<file path="config.mk">
export PLATFORM = sky130hd
export DESIGN_NAME = pc_sequencer
export DESIGN_NICKNAME = d
export VERILOG_FILES = /design/src/rtl/hack_cpu_pkg.sv /design/src/rtl/jump_cond.sv /design/src/rtl/pc_sequencer.sv
export SDC_FILE = /design/constraint.sdc
export NUM_CORES = 1
export LEC_CHECK = 0
export CORE_ASPECT_RATIO = 2
export CORE_MARGIN = 2
export CORE_UTILIZATION = 28
export CTS_CLUSTER_DIAMETER = 60
export DETAILED_ROUTE_END_ITERATION = 12
export GPL_TIMING_DRIVEN = 0
export MAX_ROUTING_LAYER = met4
export PLACE_DENSITY = 0.89
export SYNTH_ARGS = -nofsm -noshare
export SYNTH_HDL_FRONTEND = slang
export SYNTH_SLANG_ARGS = --single-unit
</file>
<file path="constraint.sdc">
create_clock -name clk -period 1.7 [get_ports clk]
set_input_delay 0.17 -clock clk [delete_from_list [all_inputs] [get_ports clk]]
set_output_delay 0.17 -clock clk [all_outputs]
set_load 0.01 [all_outputs]
</file>
<file path="src/rtl/hack_cpu_pkg.sv">
// Shared definitions for the Hack CPU control path.
//   - FSM state encoding used by pc_sequencer
//   - Instruction field bit positions (C/A type bit, jump bits)
package hack_cpu_pkg;

    // Bit 15 set marks a C-instruction; clear marks an A-instruction.
    localparam int INSTR_TYPE_BIT = 15;

    // Jump field bit indices within instr[2:0].
    localparam int JGT_BIT = 0;
    localparam int JEQ_BIT = 1;
    localparam int JLT_BIT = 2;

    // Unconditional jump encoding (JMP).
    localparam logic [2:0] JMP_ALWAYS = 3'b111;

    typedef enum logic [2:0] {
        ST_IDLE   = 3'd0,
        ST_FETCH  = 3'd1,
        ST_DECODE = 3'd2,
        ST_EXEC   = 3'd3,
        ST_FAULT  = 3'd4,
        ST_HALT   = 3'd5
    } state_t;

endpackage

</file>
<file path="src/rtl/jump_cond.sv">
// Hack jump condition evaluator (purely combinational).
// Ports:
//   is_c_i  : instruction type bit (1 = C-instruction)
//   jump_i  : jump field instr[2:0] (JLT, JEQ, JGT)
//   zr_i    : ALU result is zero
//   ng_i    : ALU result is negative
//   take_o  : jump is taken
module jump_cond
    import hack_cpu_pkg::*;
(
    input  logic       is_c_i,
    input  logic [2:0] jump_i,
    input  logic       zr_i,
    input  logic       ng_i,
    output logic       take_o
);

    // Positive result is neither zero nor negative.
    assign take_o = is_c_i & ((jump_i[JLT_BIT] & ng_i) |
                              (jump_i[JEQ_BIT] & zr_i) |
                              (jump_i[JGT_BIT] & ~zr_i & ~ng_i));

endmodule

</file>
<file path="src/rtl/pc_sequencer.sv">
// Fetch/decode/execute controller for the Hack program counter.
// Drives the counter's res/load/inc controls, fetches instructions over a
// req/ack handshake, evaluates the jump condition in DECODE and issues a
// one-cycle commit strobe in EXEC. A fetch that waits TIMEOUT cycles
// without ack locks the sequencer in FAULT until reset.
// Optional feature: define PC_SEQ_HALT_DETECT_EN to detect an
// unconditional self-jump and park in HALT instead of looping.
// Ports:
//   clk, res_n            : clock, asynchronous active-low reset
//   run                   : 1 = execute, 0 = stop at instruction boundary
//   imem_req/imem_ack     : fetch handshake, instr valid with ack
//   instr                 : fetched instruction
//   zr, ng                : ALU flags, sampled in DECODE
//   a_reg, pc             : jump target and current counter value
//   pc_res/pc_load/pc_inc : counter controls (mutually exclusive)
//   pc_target             : counter load data
//   exec_en               : commit strobe, one cycle per instruction
//   busy, fault, halted   : status
module pc_sequencer
    import hack_cpu_pkg::*;
#(
    parameter int WIDTH   = 16,
    parameter int TIMEOUT = 15
) (
    input  logic             clk,
    input  logic             res_n,
    input  logic             run,
    output logic             imem_req,
    input  logic             imem_ack,
    input  logic [WIDTH-1:0] instr,
    input  logic             zr,
    input  logic             ng,
    input  logic [WIDTH-1:0] a_reg,
    input  logic [WIDTH-1:0] pc,
    output logic             pc_res,
    output logic             pc_load,
    output logic             pc_inc,
    output logic [WIDTH-1:0] pc_target,
    output logic             exec_en,
    output logic             busy,
    output logic             fault,
    output logic             halted
);

    localparam int CNT_W = $clog2(TIMEOUT + 1);

    state_t             state_q, state_d;
    logic [CNT_W-1:0]   cnt_q, cnt_d;
    logic [WIDTH-1:0]   ir_q, ir_d;
    logic               take_q, take_d;
    logic               take_w;

    jump_cond u_jump_cond (
        .is_c_i (ir_q[INSTR_TYPE_BIT]),
        .jump_i (ir_q[2:0]),
        .zr_i   (zr),
        .ng_i   (ng),
        .take_o (take_w)
    );

    always_ff @(posedge clk or negedge res_n) begin
        if (!res_n) begin
            state_q <= ST_IDLE;
            cnt_q   <= '0;
            ir_q    <= '0;
            take_q  <= 1'b0;
        end else begin
            state_q <= state_d;
            cnt_q   <= cnt_d;
            ir_q    <= ir_d;
            take_q  <= take_d;
        end
    end

    // Next-state logic. The timeout counter is cleared in every state but
    // FETCH, so it always starts at zero on FETCH entry.
    always_comb begin
        state_d = state_q;
        cnt_d   = '0;
        ir_d    = ir_q;
        take_d  = take_q;
        case (state_q)
            ST_IDLE: begin
                if (run) state_d = ST_FETCH;
            end
            ST_FETCH: begin
                if (imem_ack) begin
                    ir_d    = instr;
                    state_d = ST_DECODE;
                end else if (cnt_q == CNT_W'(TIMEOUT - 1)) begin
                    state_d = ST_FAULT;
                end else begin
                    cnt_d = cnt_q + 1'b1;
                end
            end
            ST_DECODE: begin
                // Flags are only valid for this instruction in DECODE.
                take_d  = take_w;
                state_d = ST_EXEC;
`ifdef PC_SEQ_HALT_DETECT_EN
                if (ir_q[INSTR_TYPE_BIT] && (ir_q[2:0] == JMP_ALWAYS) && (a_reg == pc))
                    state_d = ST_HALT;
`endif
            end
            ST_EXEC: begin
                state_d = run ? ST_FETCH : ST_IDLE;
            end
            ST_FAULT: begin
                state_d = ST_FAULT;
            end
`ifdef PC_SEQ_HALT_DETECT_EN
            ST_HALT: begin
                if (!run) state_d = ST_IDLE;
            end
`endif
            default: begin
                state_d = ST_IDLE;
            end
        endcase
    end

    // Moore outputs decoded from registered state and take.
    always_comb begin
        pc_res    = 1'b0;
        pc_load   = 1'b0;
        pc_inc    = 1'b0;
        pc_target = '0;
        imem_req  = 1'b0;
        exec_en   = 1'b0;
        busy      = (state_q != ST_IDLE);
        fault     = (state_q == ST_FAULT);
        halted    = 1'b0;
        case (state_q)
            ST_IDLE:  pc_res = 1'b1;
            ST_FETCH: imem_req = 1'b1;
            ST_EXEC: begin
                exec_en   = 1'b1;
                pc_load   = take_q;
                pc_inc    = ~take_q;
                pc_target = a_reg;
            end
`ifdef PC_SEQ_HALT_DETECT_EN
            ST_HALT:  halted = 1'b1;
`endif
            default: ;
        endcase
    end

    // Only the type and jump fields of ir drive control decisions.
    logic unused_ir;
    assign unused_ir = ^ir_q[WIDTH-2:3];
`ifndef PC_SEQ_HALT_DETECT_EN
    logic unused_pc;
    assign unused_pc = ^pc;
`endif

endmodule

</file>
Word-level counts from Yosys, hierarchy flattened
Index checks and enable logic that the tools add are counted.
{ "word_totals": {"reg_bits": 24, "latchBits": 0, "mem_bits_rw": 0, "rom_bits": 0, "in_bits": 54, "output_inout_bits": 24, "elab_cells": 40, "mem_count": 0} }
{ "op_classes": {"add_sub_neg": 1, "multipliers": 0, "n_div": 0, "n_lt_le_gt_ge": 0, "eq_ne": 7, "shift": 0, "n_mux": 14, "bitwise_logic": 10, "reduce_logical": 4} }
{ "ops": {"columns": ["operator", "count"], "rows": [
  ["$mux 16", 1],
  ["$pmux 3 s5", 1],
  ["$mux 4", 3],
  ["$mux 3", 3],
  ["$eq 3x2->1 const B", 2],
  ["$mux 1", 6],
  ["$and 1x1->1", 5],
  ["$add 4x1->4 const B", 1],
  ["$eq 4x4->1 const B", 1],
  ["$reduce_and 2->1", 2],
  ["$eq 3x1->1 const B", 1],
  ["$eq 3x3->1 const B", 1],
  ["$logic_not 3->1", 1],
  ["$ne 3x3->1 const B", 1],
  ["$not 1->1", 3],
  ["$reduce_bool 3->1", 1],
  ["$ne 2x2->1 const B", 1],
  ["$or 1x1->1", 2]
]} }

Longest topological paths before layout
{ "logic_depth": {"ltp_word": 5, "mapped_depth": 5, "mapped_depth_nobuf": 5} }

Cells and area by module
From an unflattened synthesis, not the netlist that was laid out.
{ "hier_totals": {"hier_cells": 75, "area_unflattened_um2": 724.4} }
{ "modules_own_cells": {"columns": ["mod", "n_inst", "cells_each", "area_each_um2", "seq_area_each_um2"], "rows": [
  ["pc_sequencer", 1, 72, 700.7, 300.3],
  ["jump_cond", 1, 3, 23.8, 0.0]
]} }

Worst setup path before layout
No wires, ideal clock.
{ "synth_path": {"path_kind": "register to register", "from": "register state_q[1]", "to": "register ir_q[0]", "setup_ps": 125, "arrival_time_ps": 1250, "required_time_ps": 1575, "path_slack_ps": 325, "stages_incl_launch_ff": 4, "n_path_buf": 0, "synth_period_minus_slack_ps": 1375, "path_cell_list": "dfrtp_1 -> nor3b_4 -> and2_4 -> mux2_4"} }
{ "synth_between": {"elab_chain_cells": 2} }
{ "synth_rtl": {"columns": ["item", "line", "text"], "rows": [
  ["start, declared", "pc_sequencer.sv:47", "state_t state_q, state_d;"],
  ["start signal, assigned", "pc_sequencer.sv:68", "state_q <= state_d;"],
  ["$eq 3x1->1", "pc_sequencer.sv:82", "case (state_q)"],
  ["$reduce_and 2->1 (no source line)", null, null],
  ["end signal, assigned", "pc_sequencer.sv:70", "ir_q <= ir_d;"],
  ["end, declared", "pc_sequencer.sv:49", "logic [WIDTH-1:0] ir_q, ir_d;"]
]} }
No other way between the ends.
A chain may end at the register's enable or synchronous reset.

Worst setup path in the final report
{ "layout_path": {"from": "register state_q[0]", "to": "output pc_target[0]"} }
{ "layout_between": {"elab_chain_cells": 2} }
{ "layout_rtl": {"columns": ["item", "line", "text"], "rows": [
  ["$eq 3x2->1", "pc_sequencer.sv:133", "case (state_q)"],
  ["$mux 16", "pc_sequencer.sv:133", null],
  ["end, declared", "pc_sequencer.sv:38", "output logic [WIDTH-1:0] pc_target,"]
]} }
No other way between the ends.

==> impl_metrics.ini <==
[run_status]
status = complete, no violations

[placement]
globalplace.congestion = 0.639
numPlacedInstances = 150
port_buffers = 48
dp_hpwl_um = 1580
post-place-ws_ns = -0.104

[logic_synthesis]
synthCells = 74
synth_cell_types = 27
ys_seq_area_frac = 0.401
ys_ff_latch = 12
syn_area_per_cell_um2 = 10.1
syn-num-nets = 130
synth_area_leader_cell = dfrtp_1
synth_top_area_frac = 0.401
ys_warn_count = 0
syn_area_um2 = 748
synthTopCellsByArea = dfrtp_1 (40%), and2_1 (15%), mux2_4 (8.0%)

[sta]
setup_viol = 0
rsz0062_at_grt = false
finalWorstPathRequiredPeriod_ns = 1.62
fin_crit_sh = 0.956
finalHoldViolations = 0
holdWs_ns = 0.277
fin_skew_ns = 0.00340
max_slew_margin = 0.652
timing_max_transition_violations_final = 0
fmax_mhz = 615
fin_ws_ns = 0.0752
tightest_slew_ns = 0.521
timing.setup.tns_ns = 0

[routing]
drt_iter0_markers = 4
viasPerCell = 4.76
final_antenna_net_count = 0
drt_pass1_iterations = 4
dr_total_vias = 742
drcViolationCount = 0
wirelength_um = 1930
wl_per_cell_um = 12.3

[final_layout]
diodes = 0
final_net_count = 186
final_cells = 156
area_growth_pct = 70.6
final_util = 0.503
drive_gt1_frac = 0.219

[worst_setup_path]
critical_path_required_ns = 1.53
worstPathMaxFanout = 10
crit_path_end_kind = output pin
reg2reg_setup_slack_ns = 0.20
r2r-start = state_q[1]
r2r-end = ir_q[15]
critPathArrivalTime_ns = 1.45
path_class = reg2out
reg2reg_depth = 4
start_kind = register
cp-startpoint = state_q[0]

[floorplanning]
rows = 26
core-area_mm2 = 0.00254
die_h_um = 77.1
die_w_um = 40.6
dieArea_mm2 = 0.00313
initial_core_util = 0.295
ios = 78

[power]
vdd_drop_max_mv = 0.794
clockPowerShare = 0.161
switching_power_w = 0.000516
p_seq_frac = 0.288
power.internal_w = 0.00104
powerDensity_mw_per_mm2 = 1220
p_leak_nw = 0.652
comb_power_share = 0.551
swShare = 0.332

[clocking]
clk_path_buf_depth = 2
cts-root-buf = clkbuf_8
cts_made_buffers = 3
cts_tree = yes
cts_sinks = 12
ctsHoldBuffers = 0
path_clk_slew_ns = 0.05
clock_latency_ns = 0.24
h-tree-depth = 1

[global_route]
track_usage = 0.138
antenna_found_initial = 0
grt_overflow = 0
grt_pass1_wl_um = 2880
grt_max_degree = 13
grt_pass1_vias = 714

[job]
max-cap-violations = 0

[worst_hold_path]
hold_class = in2async
layout make-up:
class | instances | area (um2)
flip-flops and latches | 12 | 303
plain buffers | 4 | 41.3
well taps | 28 | 35.0
inverters | 4 | 15.0
fillers | 248 | 1260
multi-input cells | 54 | 397
repair buffers | 51 | 444
clock buffers | 3 | 41.3
repair_timing:
action / in CTS / in global routing
setup endpoints to repair: 23 / 5
pin swaps: 0 / 0
buffers inserted: 3 / 0
endpoints found under the hold margin: 0 / 0
gates resized for setup: 47 / 5
metrics by stage:
step	power, W	area (um2)
floorplan	0.000975	748
detailed placement	0.00140	1260
global placement	0.00136	1260
finish	0.00155	1280
CTS	0.00159	1300
global route	0.00167	1280
power groups by stage:
stage | sequential [W] | clock, W | combinational (W)
floorplan | 0.000440 | 0 | 0.000535
global placement | 0.000452 | 0 | 0.000908
detailed placement | 0.000460 | 0 | 0.000936
CTS | 0.000447 | 0.000262 | 0.000882
global route | 0.000460 | 0.000266 | 0.000947
finish | 0.000447 | 0.000249 | 0.000855
metal layers:
layer	track usage	part of all wire
met2	0.243	0.52
met5	-	0
met4	0.103	0.039
met1	0.102	0.29
met3	0.0318	0.15
critical path, cell delays in order, from the launching register on:
cell           delay, ns
dfrtp_1             0.37
buf_6               0.14
and3b_1             0.16
buf_6               0.13
and2_1              0.15
dlygate4sd2_1       0.28
cells by family after synthesis:
group           after synthesis  synth area share
other cells                   1           0.00501
buf+inv                       8            0.0752
flops                        12             0.401
simple gates                 40             0.333
xor+xnor                      2            0.0234
fa+ha+maj                     2            0.0334
mux                           4            0.0803
compound gates                5            0.0485
state kept, by name, summed over array words and instances, names as in the netlist:
| register | count |
|---|---|
| ir_q | 4 |
| state_q | 3 |
| take_q | 1 |
| cnt_q | 4 |
how the worst max path moves through the flow:
stage / to / slack [ns] / depth (start not counted)
after global placement: pc_target[11] / -0.07 / 5
after CTS: fault / -0.01 / 3
final: pc_target[0] / 0.08 / 5
after detailed placement: pc_target[11] / -0.10 / 5
after global routing: pc_target[0] / 0.02 / 5
after floorplan: ir_q[0] / 0.32 / 3
synth_stat cells:
library cell	count
a21oi_1	1
a221oi_1	1
a311oi_1	1
and2_1	18
and2_4	1
and2b_1	1
and3b_1	1
buf_4	1
buf_6	3
conb_1	1
dfrtp_1	12
ha_1	2
inv_1	4
mux2_4	4
nand2_1	3
nand2b_1	1
nand3_1	3
nand3b_1	1
nor2_1	5
nor3_1	1
nor3b_1	3
nor3b_4	1
o21bai_1	1
o22ai_1	1
or3_1	1
xnor2_1	1
xor2_1	1
layout by cell type (no fill, tap or decap):
| cell | synthesis | routed |
|---|---|---|
| o21bai_1 | 1 | 1 |
| xnor2_1 | 1 | 1 |
| conb_1 | 1 | 1 |
| nand3b_1 | 1 | 1 |
| ha_1 | 2 | 2 |
| and2_1 | 18 | 18 |
| and3b_1 | 1 | 1 |
| dlymetal6s2s_1 | 0 | 1 |
| a221oi_1 | 1 | 1 |
| a21oi_1 | 1 | 1 |
| and2_4 | 1 | 1 |
| nand3_1 | 3 | 3 |
| nor2_1 | 5 | 5 |
| clkbuf_2 | 0 | 1 |
| nor3b_1 | 3 | 2 |
| nor3b_2 | 0 | 1 |
| or3_1 | 1 | 1 |
| nor3_1 | 1 | 1 |
| xor2_1 | 1 | 1 |
| nand2b_1 | 1 | 1 |
| buf_6 | 3 | 3 |
| and2b_1 | 1 | 1 |
| buf_2 | 0 | 8 |
| a311oi_1 | 1 | 1 |
| clkdlybuf4s50_1 | 0 | 25 |
| nor3b_4 | 1 | 1 |
| mux2_4 | 4 | 4 |
| inv_1 | 4 | 4 |
| dlygate4sd2_1 | 0 | 13 |
| clkbuf_8 | 0 | 3 |
| dfrtp_1 | 12 | 10 |
| nand2_1 | 3 | 3 |
| buf_4 | 1 | 4 |
| dfrtp_2 | 0 | 2 |
| o22ai_1 | 1 | 1 |
Note: power is estimated with default switching activity, not from simulation.
